===== src/rtl/pipe_pkg.sv =====
// Shared constants for the pipeline-stage registers: FSM state encoding
// and the default field widths of a MEM/WB-style entry.
package pipe_pkg;

    // Fill level of a stage; the encoding equals the number of held entries.
    localparam logic [1:0] ST_EMPTY = 2'd0;
    localparam logic [1:0] ST_ONE   = 2'd1;
    localparam logic [1:0] ST_FULL  = 2'd2;

    // Default widths: ALU address + memory data, MemToReg/RegWrite, register index.
    localparam int DEF_DATA_W  = 64;
    localparam int DEF_CTRL_W  = 2;
    localparam int DEF_RDEST_W = 5;

endpackage


===== src/rtl/pipe_entry_reg.sv =====
// One pipeline entry {data, ctrl, rdest}: load-enabled, with a synchronous
// clear of the control field so a squashed entry cannot write back.
module pipe_entry_reg
    import pipe_pkg::*;
#(
    parameter int DATA_W  = DEF_DATA_W,
    parameter int CTRL_W  = DEF_CTRL_W,
    parameter int RDEST_W = DEF_RDEST_W
) (
    input  logic               clk,
    input  logic               rst,
    input  logic               load,
    input  logic               clear_ctrl,
    input  logic [DATA_W-1:0]  in_data,
    input  logic [CTRL_W-1:0]  in_ctrl,
    input  logic [RDEST_W-1:0] in_rdest,
    output logic [DATA_W-1:0]  data,
    output logic [CTRL_W-1:0]  ctrl,
    output logic [RDEST_W-1:0] rdest
);

    // Capture on load; clear of ctrl wins over load, reset clears everything.
    always_ff @(posedge clk) begin
        if (rst) begin
            data  <= '0;
            ctrl  <= '0;
            rdest <= '0;
        end else begin
            if (clear_ctrl) begin
                ctrl <= '0;
            end else if (load) begin
                ctrl <= in_ctrl;
            end
            if (load) begin
                data  <= in_data;
                rdest <= in_rdest;
            end
        end
    end

endmodule


===== src/rtl/pipe_skid_stage.sv =====
// Parametrised pipeline-stage register with valid/ready handshake, a
// two-entry skid buffer (main drives the outputs, skid absorbs one extra
// entry during a stall) and a synchronous flush for branch/exception recovery.
module pipe_skid_stage
    import pipe_pkg::*;
#(
    parameter int DATA_W  = DEF_DATA_W,
    parameter int CTRL_W  = DEF_CTRL_W,
    parameter int RDEST_W = DEF_RDEST_W
) (
    input  logic               clk,
    input  logic               rst,
    input  logic               flush,
    input  logic               in_valid,
    output logic               in_ready,
    input  logic [DATA_W-1:0]  in_data,
    input  logic [CTRL_W-1:0]  in_ctrl,
    input  logic [RDEST_W-1:0] in_rdest,
    output logic               out_valid,
    input  logic               out_ready,
    output logic [DATA_W-1:0]  out_data,
    output logic [CTRL_W-1:0]  out_ctrl,
    output logic [RDEST_W-1:0] out_rdest,
    output logic [1:0]         occupancy
);

    logic [1:0]         state_reg;
    logic [1:0]         state_next;
    logic               in_fire;
    logic               out_fire;
    logic               main_load;
    logic               skid_load;
    logic [DATA_W-1:0]  main_src_data;
    logic [CTRL_W-1:0]  main_src_ctrl;
    logic [RDEST_W-1:0] main_src_rdest;
    logic [DATA_W-1:0]  main_data;
    logic [CTRL_W-1:0]  main_ctrl;
    logic [RDEST_W-1:0] main_rdest;
    logic [DATA_W-1:0]  skid_data;
    logic [CTRL_W-1:0]  skid_ctrl;
    logic [RDEST_W-1:0] skid_rdest;

    assign in_ready  = (state_reg != ST_FULL);
    assign out_valid = (state_reg != ST_EMPTY);
    assign in_fire   = in_valid & in_ready;
    assign out_fire  = out_valid & out_ready;

    // Outputs come straight from main; a bubble never carries control bits.
    assign out_data  = main_data;
    assign out_rdest = main_rdest;
    assign out_ctrl  = out_valid ? main_ctrl : '0;

    // Occupancy decoded from the fill state.
    always_comb begin
        occupancy = 2'd0;
        case (state_reg)
            ST_ONE:  occupancy = 2'd1;
            ST_FULL: occupancy = 2'd2;
            default: occupancy = 2'd0;
        endcase
    end

    // Main refills from skid when draining FULL, otherwise from the input port.
    assign main_src_data  = (state_reg == ST_FULL) ? skid_data  : in_data;
    assign main_src_ctrl  = (state_reg == ST_FULL) ? skid_ctrl  : in_ctrl;
    assign main_src_rdest = (state_reg == ST_FULL) ? skid_rdest : in_rdest;

    // Next-state and register-load decode; flush empties the stage and drops any capture.
    always_comb begin
        state_next = state_reg;
        main_load  = 1'b0;
        skid_load  = 1'b0;
        case (state_reg)
            ST_EMPTY: begin
                if (in_fire) begin
                    main_load  = 1'b1;
                    state_next = ST_ONE;
                end
            end
            ST_ONE: begin
                if (in_fire && out_fire) begin
                    main_load = 1'b1;
                end else if (in_fire) begin
                    skid_load  = 1'b1;
                    state_next = ST_FULL;
                end else if (out_fire) begin
                    state_next = ST_EMPTY;
                end
            end
            ST_FULL: begin
                if (out_fire) begin
                    main_load  = 1'b1;
                    state_next = ST_ONE;
                end
            end
            default: begin
                state_next = ST_EMPTY;
            end
        endcase
        if (flush) begin
            state_next = ST_EMPTY;
            main_load  = 1'b0;
            skid_load  = 1'b0;
        end
    end

    // State register.
    always_ff @(posedge clk) begin
        if (rst) begin
            state_reg <= ST_EMPTY;
        end else begin
            state_reg <= state_next;
        end
    end

    pipe_entry_reg #(
        .DATA_W  (DATA_W),
        .CTRL_W  (CTRL_W),
        .RDEST_W (RDEST_W)
    ) u_main (
        .clk        (clk),
        .rst        (rst),
        .load       (main_load),
        .clear_ctrl (flush),
        .in_data    (main_src_data),
        .in_ctrl    (main_src_ctrl),
        .in_rdest   (main_src_rdest),
        .data       (main_data),
        .ctrl       (main_ctrl),
        .rdest      (main_rdest)
    );

    pipe_entry_reg #(
        .DATA_W  (DATA_W),
        .CTRL_W  (CTRL_W),
        .RDEST_W (RDEST_W)
    ) u_skid (
        .clk        (clk),
        .rst        (rst),
        .load       (skid_load),
        .clear_ctrl (flush),
        .in_data    (in_data),
        .in_ctrl    (in_ctrl),
        .in_rdest   (in_rdest),
        .data       (skid_data),
        .ctrl       (skid_ctrl),
        .rdest      (skid_rdest)
    );

endmodule

===== config.mk =====
export PLATFORM = sky130hd
export DESIGN_NAME = pipe_skid_stage
export DESIGN_NICKNAME = d
export VERILOG_FILES = /design/src/rtl/pipe_pkg.sv /design/src/rtl/pipe_entry_reg.sv /design/src/rtl/pipe_skid_stage.sv
export SDC_FILE = /design/constraint.sdc
export NUM_CORES = 1
export LEC_CHECK = 0
export ABC_AREA = 1
export BUFFER_PORTS_ARGS = -buffer_cell sky130_fd_sc_hd__buf_2
export CAP_MARGIN = 20
export CORE_ASPECT_RATIO = 1.5
export CORE_MARGIN = 2
export CORE_UTILIZATION = 35
export CTS_BUF_LIST = sky130_fd_sc_hd__clkbuf_16
export DETAILED_ROUTE_END_ITERATION = 12
export GPL_TIMING_DRIVEN = 0
export PLACE_DENSITY = 0.57
export SLEW_MARGIN = 0
export SYNTH_ARGS = -nofsm -noshare
export SYNTH_HDL_FRONTEND = slang
export SYNTH_SLANG_ARGS = --single-unit

===== constraint.sdc =====
create_clock -name clk -period 2.3 [get_ports clk]
set_clock_uncertainty 0.15 [all_clocks]
set_input_delay 0.23 -clock clk [delete_from_list [all_inputs] [get_ports clk]]
set_output_delay 0.23 -clock clk [all_outputs]
set_load 0.03 [all_outputs]

==> metrics.txt <==
Fillers 2015; sequential power share 0.419; CTS sink count 144; Synth Cell Area 6670 um^2; synthesized flop and latch total 144; TritonRoute pass-1 iters 5; status complete, no violations; VDD IR max 0.000373 V; Comb power frac 0.148; Unique masters post-synth 16; P_sw 1710 uW; WL/cell 12.8 um; # H-tree levels 4; Max transition margin 0.562; Mapped Avg Cell Area 6.46 um^2; die area 20200 um^2; Vias per Instance 4.55; clock transition at the registers of the reported paths 0.06 ns; startpoint class of the critical path flop; most frequent cells in the layout 219 x nand2_1, 195 x buf_2, 153 x inv_1; Area Growth Syn to Fin 35.0%; Static Leak 0.00445 uW; nets@finish 1347; crit share post-route 0.908; yosys warns 0; most common cell after layout, fill and taps aside nand2_1; number of diodes 0; Yosys top cell area share 0.432; internal power 4630 uW; clock period minus worst slack 2.09 ns; Syn Nets 1109; crit path capture in_ready; TritonCTS buffer count 17; Critical Path End Type output port; initial antenna violation count 0; r2r setup slk 0.36 ns; RSZ-0062 raised after global routing no; top flop regs u_main.data: 64 flops, u_skid.data: 64 flops; # IOs 151; Vert. Die Dim 173 um; Clk pwr share 0.434; post-route setup slack 0.211 ns; dpl ws 0.362 ns; critical path peak fanout 10; CP required 1.92 ns; layout cells sized above 1 0.178; Skew-Pair Late Insertion Delay 0.42 ns; register area share after synthesis 0.432; worst r2r path cells 5; dominant cells by area after synthesis dfxtp_1 43%, nand2_1 12%, nand3_1 11%; Max-cap violations 0; HP Class in2reg; arrival time of the worst setup path 1.71 ns; Rows 61; Pwr Density 704 nW/um^2; Worst R2R Start state_reg[0]; Synth area leader dfxtp_1; Final setup violation count 0; Critical Path Source state_reg[0]; FF-to-FF End state_reg[1]; number of global-route vias before repair 6523; WL final 19700 um; # port buffers 150; Clock Tree Buf Depth 2; Placer Congestion 0.791; Final Hold Vio Count 0; Highest Clock Rate 479 MHz; Initial Util 0.358; Tot GR Track Use 0.199; fin. max-slew vios 0; GRT overflow 0; Final TNS setup 0 ns; antenna-violating nets left 0; Die W 117 um; first-pass GRT wire length 31900 um; Core Footprint 18600 um^2; DP HPWL 14000 um; Vias 6983; root buf cell clkbuf_16; largest net degree at the start of global routing 17; Worst Tran Pin Value 0.657 ns; DRC 0; cells after synthesis 1033; CP Class reg2out; initial DRC count 345; TritonCTS clock tree done; Switching Fraction 0.270
## worst min path at each step
stage                                 end             from  depth (start not counted)  slack [ns]
after global routing      u_skid.data[31]      in_data[31]                          3        0.02
after global placement    u_skid.data[11]  u_skid.data[11]                          2        0.28
after CTS                 u_skid.data[31]      in_data[31]                          3       0.002
after floorplan              state_reg[1]         in_valid                          2        0.22
final                     u_skid.data[31]      in_data[31]                          3       0.005
after detailed placement  u_skid.data[21]  u_skid.data[21]                          2        0.29
## through the flow
stage	std cells	area [um^2]	utilization	power (uW)	hold WS [ns]
2_1_floorplan	1033	6670	-	3270	0.220
5_1_grt	1536	9000	0.484	6630	0.0204
3_3_place_gp	1435	7730	0.415	3560	0.282
4_1_cts	1536	9000	0.484	6400	0.00207
3_5_place_dp	1435	7730	0.415	3560	0.286
6_report	1536	9000	0.484	6340	0.00482
## layer usage
metal,wire (um),vias to the layer above,GRT usage
li1,-,3678,-
met1,8330,3117,0.229
met2,10100,156,0.353
met3,779,32,0.0403
met4,504,0,0.0765
met5,0,-,0
## cell type report
class                      instances  area (um^2)  share of cell area
timing repair buffer             219         1440               0.160
buffer                            75          338              0.0375
clock buffer                      17          425              0.0472
multi-input combinational        661         2870               0.319
tap                              252          315              0.0350
sequential                       144         2880               0.320
clock inverter                    15          154              0.0171
inverter                         153          574              0.0638
## power by group through the flow
stage | clock, uW | sequential [uW] | combinational, uW
after floorplan | 0 | 2880 | 390
after global placement | 0 | 2710 | 849
after detailed placement | 0 | 2710 | 852
after CTS | 2800 | 2650 | 945
after global routing | 2920 | 2670 | 1050
final | 2750 | 2650 | 938
## worst max-delay path, cell delays in order (launching register included)
cell	delay, ns
dfxtp_1	0.38
inv_2	0.07
nand2_1	0.09
clkbuf_1	0.45
buf_2	0.30
## cells in the mapped netlist, drive strengths merged
| master | instances |
|---|---|
| inv | 153 |
| nand2 | 219 |
| clkbuf | 22 |
| o21ai | 71 |
| nor2 | 148 |
| nand3 | 147 |
| dfxtp | 144 |
| nand4 | 2 |
| buf | 53 |
| o21a | 1 |
| a21oi | 73 |
## cells by family after synthesis
kind of cell           after synthesis  synth area share
AOI/OAI and AO/OA                  145             0.109
buffers and inverters              228             0.137
DFF                                144             0.432
and+or+nand+nor                    516             0.322
## what timing repair did
item | CTS | global route
endpoints found under the hold margin | 68 | 0
buffers inserted | 0 | 0
gates resized for setup | 0 | 0
endpoints found under the setup margin | 0 | 0
hold buffers | 69 | 0
Note: power is estimated with default switching activity, not from simulation.
